[src/rtl/uart_pkg.sv]
// Shared constants for the UART TX arbiter slice: FSM encodings, header nibble, requester limit.
package uart_pkg;

    localparam logic [1:0] S_IDLE = 2'd0;
    localparam logic [1:0] S_HDR  = 2'd1;
    localparam logic [1:0] S_DATA = 2'd2;

    localparam logic [3:0] HDR_NIBBLE = 4'hA;
    localparam int         MAX_REQ    = 16;

    function automatic logic [7:0] hdrByte(input logic [3:0] id);
        return {HDR_NIBBLE, id};
    endfunction

endpackage

[src/rtl/rr_pick.sv]
// Combinational round-robin first-set finder: scans iReq from iPtr upward, wrapping, one-hot result.
// Zero latency; no flow control of its own.
module rr_pick #(
    parameter int pN = 4,
    parameter int pW = $clog2(pN)
) (
    input  logic [pN-1:0] iReq,
    input  logic [pW-1:0] iPtr,
    output logic [pN-1:0] oOneHot,
    output logic [pW-1:0] oIdx,
    output logic          oFound
);

    logic [pW:0] k;

    always_comb begin
        oOneHot = '0;
        oIdx    = '0;
        oFound  = 1'b0;
        k       = '0;
        for (int i = 0; i < pN; i++) begin
            // One spare bit so ptr + i never overflows before the wrap.
            k = {1'b0, iPtr} + (pW + 1)'(i);
            if (k >= (pW + 1)'(pN)) begin
                k = k - (pW + 1)'(pN);
            end
            if (!oFound && iReq[k[pW-1:0]]) begin
                oFound               = 1'b1;
                oIdx                 = k[pW-1:0];
                oOneHot[k[pW-1:0]]   = 1'b1;
            end
        end
    end

endmodule

[src/rtl/uart_tx_arbiter.sv]
// Round-robin, packet-atomic arbiter feeding the UART TX read port, with optional source-ID header.
// First byte readable two cycles after grant; the granted requester is held off only while the hold byte is unread.
module uart_tx_arbiter #(
    parameter int pNumReq   = 4,
    parameter bit pHeaderEn = 1'b1,
    parameter int pTimeout  = 1024
) (
    input  logic                   iClk,
    input  logic                   iRst,
    input  logic [pNumReq-1:0]     iReqValid,
    input  logic [pNumReq-1:0]     iReqLast,
    input  logic [8*pNumReq-1:0]   iReqData,
    output logic [pNumReq-1:0]     oReqReady,
    output logic                   oTxRdEmpty,
    input  logic                   iTxRdEn,
    output logic [7:0]             oTxData,
    output logic [pNumReq-1:0]     oGrant,
    output logic                   oAbort
);

    import uart_pkg::*;

    localparam int pIdW = $clog2(pNumReq);

    logic [1:0]         state;
    logic [pIdW-1:0]    ptr;
    logic [pIdW-1:0]    gId;
    logic [pNumReq-1:0] grantQ;
    logic               holdValid;
    logic [7:0]         hold;
    logic [31:0]        stallCnt;

    logic [pNumReq-1:0] pickOneHot;
    logic [pIdW-1:0]    pickIdx;
    logic               pickFound;

    logic               holdFree;
    logic               txRead;
    logic               inData;
    logic               selValid;
    logic               selLast;
    logic [7:0]         selData;
    logic               accept;
    logic               stall;
    logic               timeoutHit;
    logic               loadHdr;
    logic [pIdW-1:0]    nextPtr;

    rr_pick #(
        .pN (pNumReq),
        .pW (pIdW)
    ) uRrPick (
        .iReq    (iReqValid),
        .iPtr    (ptr),
        .oOneHot (pickOneHot),
        .oIdx    (pickIdx),
        .oFound  (pickFound)
    );

    // The hold slot counts as free when it is empty or being read out this same cycle.
    assign holdFree   = !holdValid || iTxRdEn;
    assign txRead     = iTxRdEn && holdValid;
    assign inData     = (state == S_DATA);

    assign selValid   = iReqValid[gId];
    assign selLast    = iReqLast[gId];
    assign selData    = iReqData[{gId, 3'b000} +: 8];

    assign accept     = inData && holdFree && selValid;
    assign stall      = inData && holdFree && !selValid;
    assign timeoutHit = (pTimeout != 0) && stall && (stallCnt == 32'(pTimeout - 1));
    assign loadHdr    = (state == S_HDR) && holdFree;
    assign nextPtr    = (gId == pIdW'(pNumReq - 1)) ? '0 : gId + 1'b1;

    assign oReqReady  = (inData && holdFree) ? grantQ : '0;
    assign oGrant     = grantQ;
    assign oTxRdEmpty = !holdValid;

    always_ff @(posedge iClk) begin
        if (iRst) begin
            state     <= S_IDLE;
            holdValid <= 1'b0;
            hold      <= '0;
            oTxData   <= '0;
            grantQ    <= '0;
            gId       <= '0;
            ptr       <= '0;
            stallCnt  <= '0;
            oAbort    <= 1'b0;
        end else begin
            oAbort <= 1'b0;

            if (txRead) begin
                oTxData <= hold;
            end

            if (loadHdr) begin
                hold      <= hdrByte(4'(gId));
                holdValid <= 1'b1;
            end else if (accept) begin
                hold      <= selData;
                holdValid <= 1'b1;
            end else if (txRead) begin
                holdValid <= 1'b0;
            end

            case (state)
                S_IDLE: begin
                    if (pickFound) begin
                        grantQ   <= pickOneHot;
                        gId      <= pickIdx;
                        stallCnt <= '0;
                        state    <= pHeaderEn ? S_HDR : S_DATA;
                    end
                end
                S_HDR: begin
                    if (holdFree) begin
                        state <= S_DATA;
                    end
                end
                S_DATA: begin
                    if (accept) begin
                        stallCnt <= '0;
                        if (selLast) begin
                            state  <= S_IDLE;
                            ptr    <= nextPtr;
                            grantQ <= '0;
                        end
                    end else if (timeoutHit) begin
                        // Abandon the stalled packet; whatever is already in hold still drains.
                        oAbort <= 1'b1;
                        state  <= S_IDLE;
                        ptr    <= nextPtr;
                        grantQ <= '0;
                    end else if (stall) begin
                        stallCnt <= stallCnt + 32'd1;
                    end
                end
                default: begin
                    state <= S_IDLE;
                end
            endcase
        end
    end

endmodule

[config.mk]
export PLATFORM = sky130hd
export DESIGN_NAME = uart_tx_arbiter
export DESIGN_NICKNAME = d
export VERILOG_FILES = /design/src/rtl/uart_pkg.sv /design/src/rtl/rr_pick.sv /design/src/rtl/uart_tx_arbiter.sv
export SDC_FILE = /design/constraint.sdc
export NUM_CORES = 1
export LEC_CHECK = 0
export CORE_MARGIN = 2
export CORE_UTILIZATION = 44
export DETAILED_ROUTE_END_ITERATION = 10
export PLACE_DENSITY = 0.8
export SYNTH_ARGS = -nofsm -noshare
export SYNTH_HDL_FRONTEND = slang
export SYNTH_SLANG_ARGS = --single-unit
[constraint.sdc]
create_clock -name iClk -period 2.55 [get_ports iClk]
set_input_delay 0.255 -clock iClk [delete_from_list [all_inputs] [get_ports iClk]]
set_output_delay 0.255 -clock iClk [all_outputs]
set_load 0.05 [all_outputs]
Word level (Yosys, flattened, before mapping)
Cells that the tools add are included.
{ "classes": {"addsub": 9, "order_cmp": 13, "n_eq_ne": 11, "shifts": 1, "mux": 63, "bitwise": 4, "reduce_logical": 31} }
{ "op_table": {"columns": ["op", "n"], "rows": [
  ["$mux W32", 4],
  ["$pmux W32 S2", 1],
  ["$mux W4", 9],
  ["$mux W2", 17],
  ["$add A32 B1 Y32 const B", 1],
  ["$eq A32 B10 Y1 const B", 1],
  ["$shiftx A32 B6 Y8", 1],
  ["$mux W1", 18],
  ["$mux W8", 2],
  ["$lt A2 B3 Y1 const B", 5],
  ["$logic_and A1 B1 Y1", 13],
  ["$bmux W1 S2", 6],
  ["$or A4 B4 Y4", 3],
  ["$reduce_and A4 Y1", 3],
  ["$ge A3 B3 Y1 const B", 3],
  ["$demux W1 S2", 4],
  ["$ge A2 B1 Y1 const B", 4],
  ["$pmux W4 S2", 1],
  ["$sub A2 B1 Y2 const B", 4],
  ["$add A2 B2 Y3 const B", 2],
  ["$ne A2 B2 Y1 const B", 3],
  ["$ne A3 B1 Y1 const B", 2],
  ["$ne A3 B3 Y1 const B", 2],
  ["$pmux W2 S3", 1],
  ["other kinds (15)", 22]
]} }
{ "totals": {"reg_bits": 60, "wordCells": 142} }

Longest topological paths before layout
{ "logic_depth": {"word_depth": 16, "mapped_depth": 11, "ltp_nobuf": 8} }

Modules after synthesis
A second synthesis with hierarchy kept.
{ "unflattened": {"cells_unflattened": 408, "hier_area_um2": 3500.9} }
{ "modules_own_cells": {"columns": ["mod", "n_inst", "cells_per_inst", "area_per_inst_um2", "seq_area_each_um2"], "rows": [
  ["uart_tx_arbiter", 1, 363, 3079.2, 1201.2],
  ["rr_pick", 1, 45, 421.7, 0.0]
]} }

Worst setup path after synthesis
No wires, ideal clock.
{ "synth_timing": {"path_kind": "reg-to-reg", "start": "register ptr[0]", "end": "register stallCnt[11]", "setup_ps": 70, "arrival_ps": 2740, "required_ps": 2480, "slack_ps": -260, "path_stages_with_launch": 11, "path_buffers": 2, "period_less_slack_ps": 2810, "path_cell_list": "dfxtp_1 buf_6 inv_1 ha_1 mux4_2 nor3_2 and2_4 or2_4 buf_2 or4_1 a21oi_1"} }
{ "synth_via": {"elab_chain_len": 16} }
{ "synth_lines": {"columns": ["item", "line", "rtl"], "rows": [
  ["start, declared", "uart_tx_arbiter.sv:26", "logic [pIdW-1:0] ptr;"],
  ["start signal, assigned", "uart_tx_arbiter.sv:126", "ptr <= nextPtr;"],
  ["start signal, assigned", "uart_tx_arbiter.sv:133", "ptr <= nextPtr;"],
  ["parallel branches: the longest is 13 deep, another holds $add A2 B1 Y3", null, null],
  ["$mux W1 (*)", "rr_pick.sv:27", "if (!oFound && iReq[k[pW-1:0]]) begin"],
  ["$ne A2 B2 Y1 (no line) (*)", null, null],
  ["$reduce_and A4 Y1 (no line) (*)", null, null],
  ["end signal, assigned", "uart_tx_arbiter.sv:136", "stallCnt <= stallCnt + 32'd1;"],
  ["end, declared", "uart_tx_arbiter.sv:31", "logic [31:0] stallCnt;"]
]} }
Every way passes the cells marked *. The select of a mux whose other input is x is not followed.
A chain may end at the register's enable or synchronous reset.

Worst setup path after layout
{ "layout_timing": {"start": "register ptr[1]", "end": "register stallCnt[3]"} }
The elaborated chain is that of the path after synthesis.

==> results.py <==
metrics = {
    "worst_setup_path": {
        "path_cells": "inv_1 > ha_4 > mux4_2 > nor3_2 > and2_4 > or2_4 > or4_1 > a21oi_1",
        "worst_path_largest_cell_delay_ns": 0.52,
        "r2r_end": "stallCnt[3]$_SDFFE_PP0P_",
        "required_ns": 2.82,
        "cp_top_family": "simple AND/OR/NAND/NOR gates",
        "reg2reg_depth": 8,
        "crit_fanout": 29,
        "reg2reg_slack_ns": 0.12,
        "arrival_ns": 2.70,
        "crit_path_end_kind": "register",
        "start_kind": "register",
        "path_buf_inv": 1,
        "critical_path_class": "reg -> reg",
        "r2r-start": "ptr[1]$_SDFFE_PP0P_",
        "cp_slowest_cell": "or4_1",
    },
    "sta": {
        "slew_headroom": 0.6020,
        "finalSetupTns_ns": 0,
        "tightestPinTransition_ns": 0.5970,
        "skew_ns": 0.007583,
        "setup-violations-final": 0,
        "finalMaxSlewViolations": 0,
        "period_share": 0.9514,
        "fin_crit_ns": 2.426,
        "rsz0062_at_grt": "false",
        "hold_viol_final": 0,
        "holdWs_ns": 0.4580,
        "fmaxAchievable_mhz": 412.2,
    },
    "die": {
        "die_y_um": 97.56,
        "pin_count": 61,
        "die_area_um2": 9517,
        "start_util": 0.4482,
        "rows": 34,
        "core_area_um2": 8593,
        "dieWidth_um": 97.56,
    },
    "clock_tree": {
        "h-tree-depth": 3,
        "root_buffer": "clkbuf_8",
        "cts_sinks": 60,
        "cts_buffer_depth": 2,
        "cts_made_buffers": 9,
        "clk_latency_ns": 0.35,
        "cts_tree": "done",
        "clkTransAtPathRegs_ns": 0.07,
    },
    "synth": {
        "synthFlopType": "dfxtp_1",
        "netlist_instances": 448,
        "synth_xor_area_frac": 0,
        "synth_area_um2": 3851,
        "synth_top_family_by_area": "simple AND/OR/NAND/NOR gates",
        "ys_types": 54,
        "synth_most_common_cell": "dfxtp_1",
        "yosys.area_share.adder": 0.03249,
        "synthDominantCellAreaShare": 0.3119,
        "synth.area.mux_share": 0.1192,
        "yosys-top-cells-count": "dfxtp_1, a21oi_1, nand2_1",
        "synth_edf_count": 0,
        "yosys.area_share.simple": 0.2940,
        "ys_async_sr_fraction": 0,
        "synth.largest_area_cell": "dfxtp_1",
        "ys_ff_latch": 60,
        "ys_seq_area_frac": 0.3119,
        "yosysWarnings": 0,
        "synth_compound_area_frac": 0.1936,
        "postSynthAreaPerCell_um2": 8.596,
        "synthTopCellsByArea": "dfxtp_1, a21oi_1, mux4_2",
        "syn_nets": 501,
    },
    "placed_design": {
        "globalplace.congestion": 0.8821,
        "io_buffer_count": 60,
        "hpwl_um": 7349,
        "placed_cells": 619,
        "placed_area_um2": 4758,
    },
    "pwr": {
        "swShare": 0.3250,
        "vdd_drop_max_mv": 0.2818,
        "seqPwrFrac": 0.392,
        "power.leakage_nw": 1.773,
        "power_density_nw_per_um2": 535.5,
        "clockPowerShare": 0.305,
        "p_int_mw": 1.787,
        "share_comb_of_total_power": 0.303,
        "switchingPower_mw": 0.8603,
    },
    "grt": {
        "grt_use_total": 0.2065,
        "grt_pass1_wl_um": 16330,
        "antenna_found_initial": 0,
        "grt_max_degree": 35,
        "grt_pass1_vias": 3466,
        "overflow": 0,
    },
    "cells_and_area": {
        "diodes": 0,
        "stdcell_area_um2": 4943,
        "layout.nets": 575,
        "post-route-util": 0.5753,
        "drive_above_1_share": 0.1575,
        "fillers": 757,
        "fin_cells": 635,
        "syn_to_final_growth_pct": 28.36,
    },
    "min_path": {
        "whs_endpoint": "oTxData[5]$_SDFFE_PP0P_",
        "hp-class": "reg -> reg",
        "min-delay-start": "oTxData[5]$_SDFFE_PP0P_",
        "hold_depth": 2,
    },
    "drt": {
        "wl_per_cell_um": 15.34,
        "drt-initial-drc-count": 210,
        "viasPerCell": 5.961,
        "drc": 0,
        "drt_first_pass_iters": 5,
        "num_vias": 3785,
        "wl_um": 9740,
        "ant_nets": 0,
    },
    "status": {
        "outcome": "finished, final reports clean",
    },
    "job": {
        "drv_cap": 0,
    },
}
registers in the layout (all words and copies together) (netlist names):
| name | count |
|---|---|
| oTxData | 8 |
| holdValid | 1 |
| hold | 8 |
| ptr | 2 |
| oGrant | 4 |
| gId | 2 |
| state | 2 |
| stallCnt | 32 |
| oAbort | 1 |
worst reg2reg max path: stages (launching register included):
cell and delay, ns:
dfxtp_1 0.32, inv_1 0.18, ha_4 0.26, mux4_2 0.37, nor3_2 0.05, and2_4 0.15, or2_4 0.36, or4_1 0.53
a21oi_1 0.15
power groups by stage:
stage	clock network [mW]	logic [mW]	registers, mW
floorplan	0	0.531	1.08
global placement	0	0.782	1.06
detailed placement	0	0.804	1.06
CTS	0.813	0.804	1.04
global route	0.866	0.868	1.05
finish	0.808	0.802	1.04
routing by layer:
metal	wire length, um	global-route usage	vias up
li1	-	-	1869
met1	4251	0.2608	1801
met2	4917	0.3538	101
met3	443	0.04748	14
met4	127	0.05662	0
met5	0	0	-
worst max-delay path by stage:
stage                              from                   endpoint  slack [ns]  cells past startpoint
detailed placement         iReqValid[1]   stallCnt[3]$_SDFFE_PP0P_        0.05                      7
CTS                 ptr[1]$_SDFFE_PP0P_   stallCnt[3]$_SDFFE_PP0P_        0.12                      8
global route        ptr[1]$_SDFFE_PP0P_   stallCnt[3]$_SDFFE_PP0P_       0.007                      8
floorplan           ptr[0]$_SDFFE_PP0P_  stallCnt[11]$_SDFFE_PP0P_       -0.02                     10
global placement           iReqValid[3]  stallCnt[15]$_SDFFE_PP0P_        0.09                      6
finish              ptr[1]$_SDFFE_PP0P_   stallCnt[3]$_SDFFE_PP0P_        0.12                      8
final cells by class:
class / instances / area (um2) / share of cell area
clock inverters: 1 / 5.005 / 0.001012
multi-input cells: 351 / 2479 / 0.5014
flip-flops and latches: 60 / 1205 / 0.2437
well taps: 108 / 135.1 / 0.02733
inverters: 7 / 30.03 / 0.006074
repair buffers: 93 / 913.4 / 0.1848
clock buffers: 15 / 176.4 / 0.03569
logic make-up (layout without fill, tap and decap cells):
family	Yosys count	after routing
AOI/OAI and AO/OA	116	116
adders and majority gates	10	10
buffers and inverters	37	116
DFF	60	60
muxes	33	33
and+or+nand+nor	192	192
layout by cell type, fill, tap and decap left out, drive strengths merged, types with 7 or more instances in the layout:
cell and instances:
or4 18, nand2 31, o31ai 20, ha 10, a21oi 47, and2 7, mux4 10, dfxtp 60
mux2i 20, nand4 19, and3 10, clkdlybuf4s50 56, nand3 21, nor2 29, o21ai 19, nor3 11
nor4 11, clkbuf 15, buf 37, nand2b 15
metrics by stage:
stage / setup WS, ns / power [mW]
2_1_floorplan: -0.01983 / 1.614
3_3_place_gp: 0.09408 / 1.838
3_5_place_dp: 0.05307 / 1.862
4_1_cts: 0.1202 / 2.655
5_1_grt: 0.007038 / 2.780
6_report: 0.1241 / 2.647
what timing repair did:
action / in CTS / in global routing
setup endpoints to repair: 0 / 2
hold buffers: 0 / 0
setup buffers: 0 / 0
resized for setup: 0 / 1
Note: power is estimated with default switching activity, not from simulation.
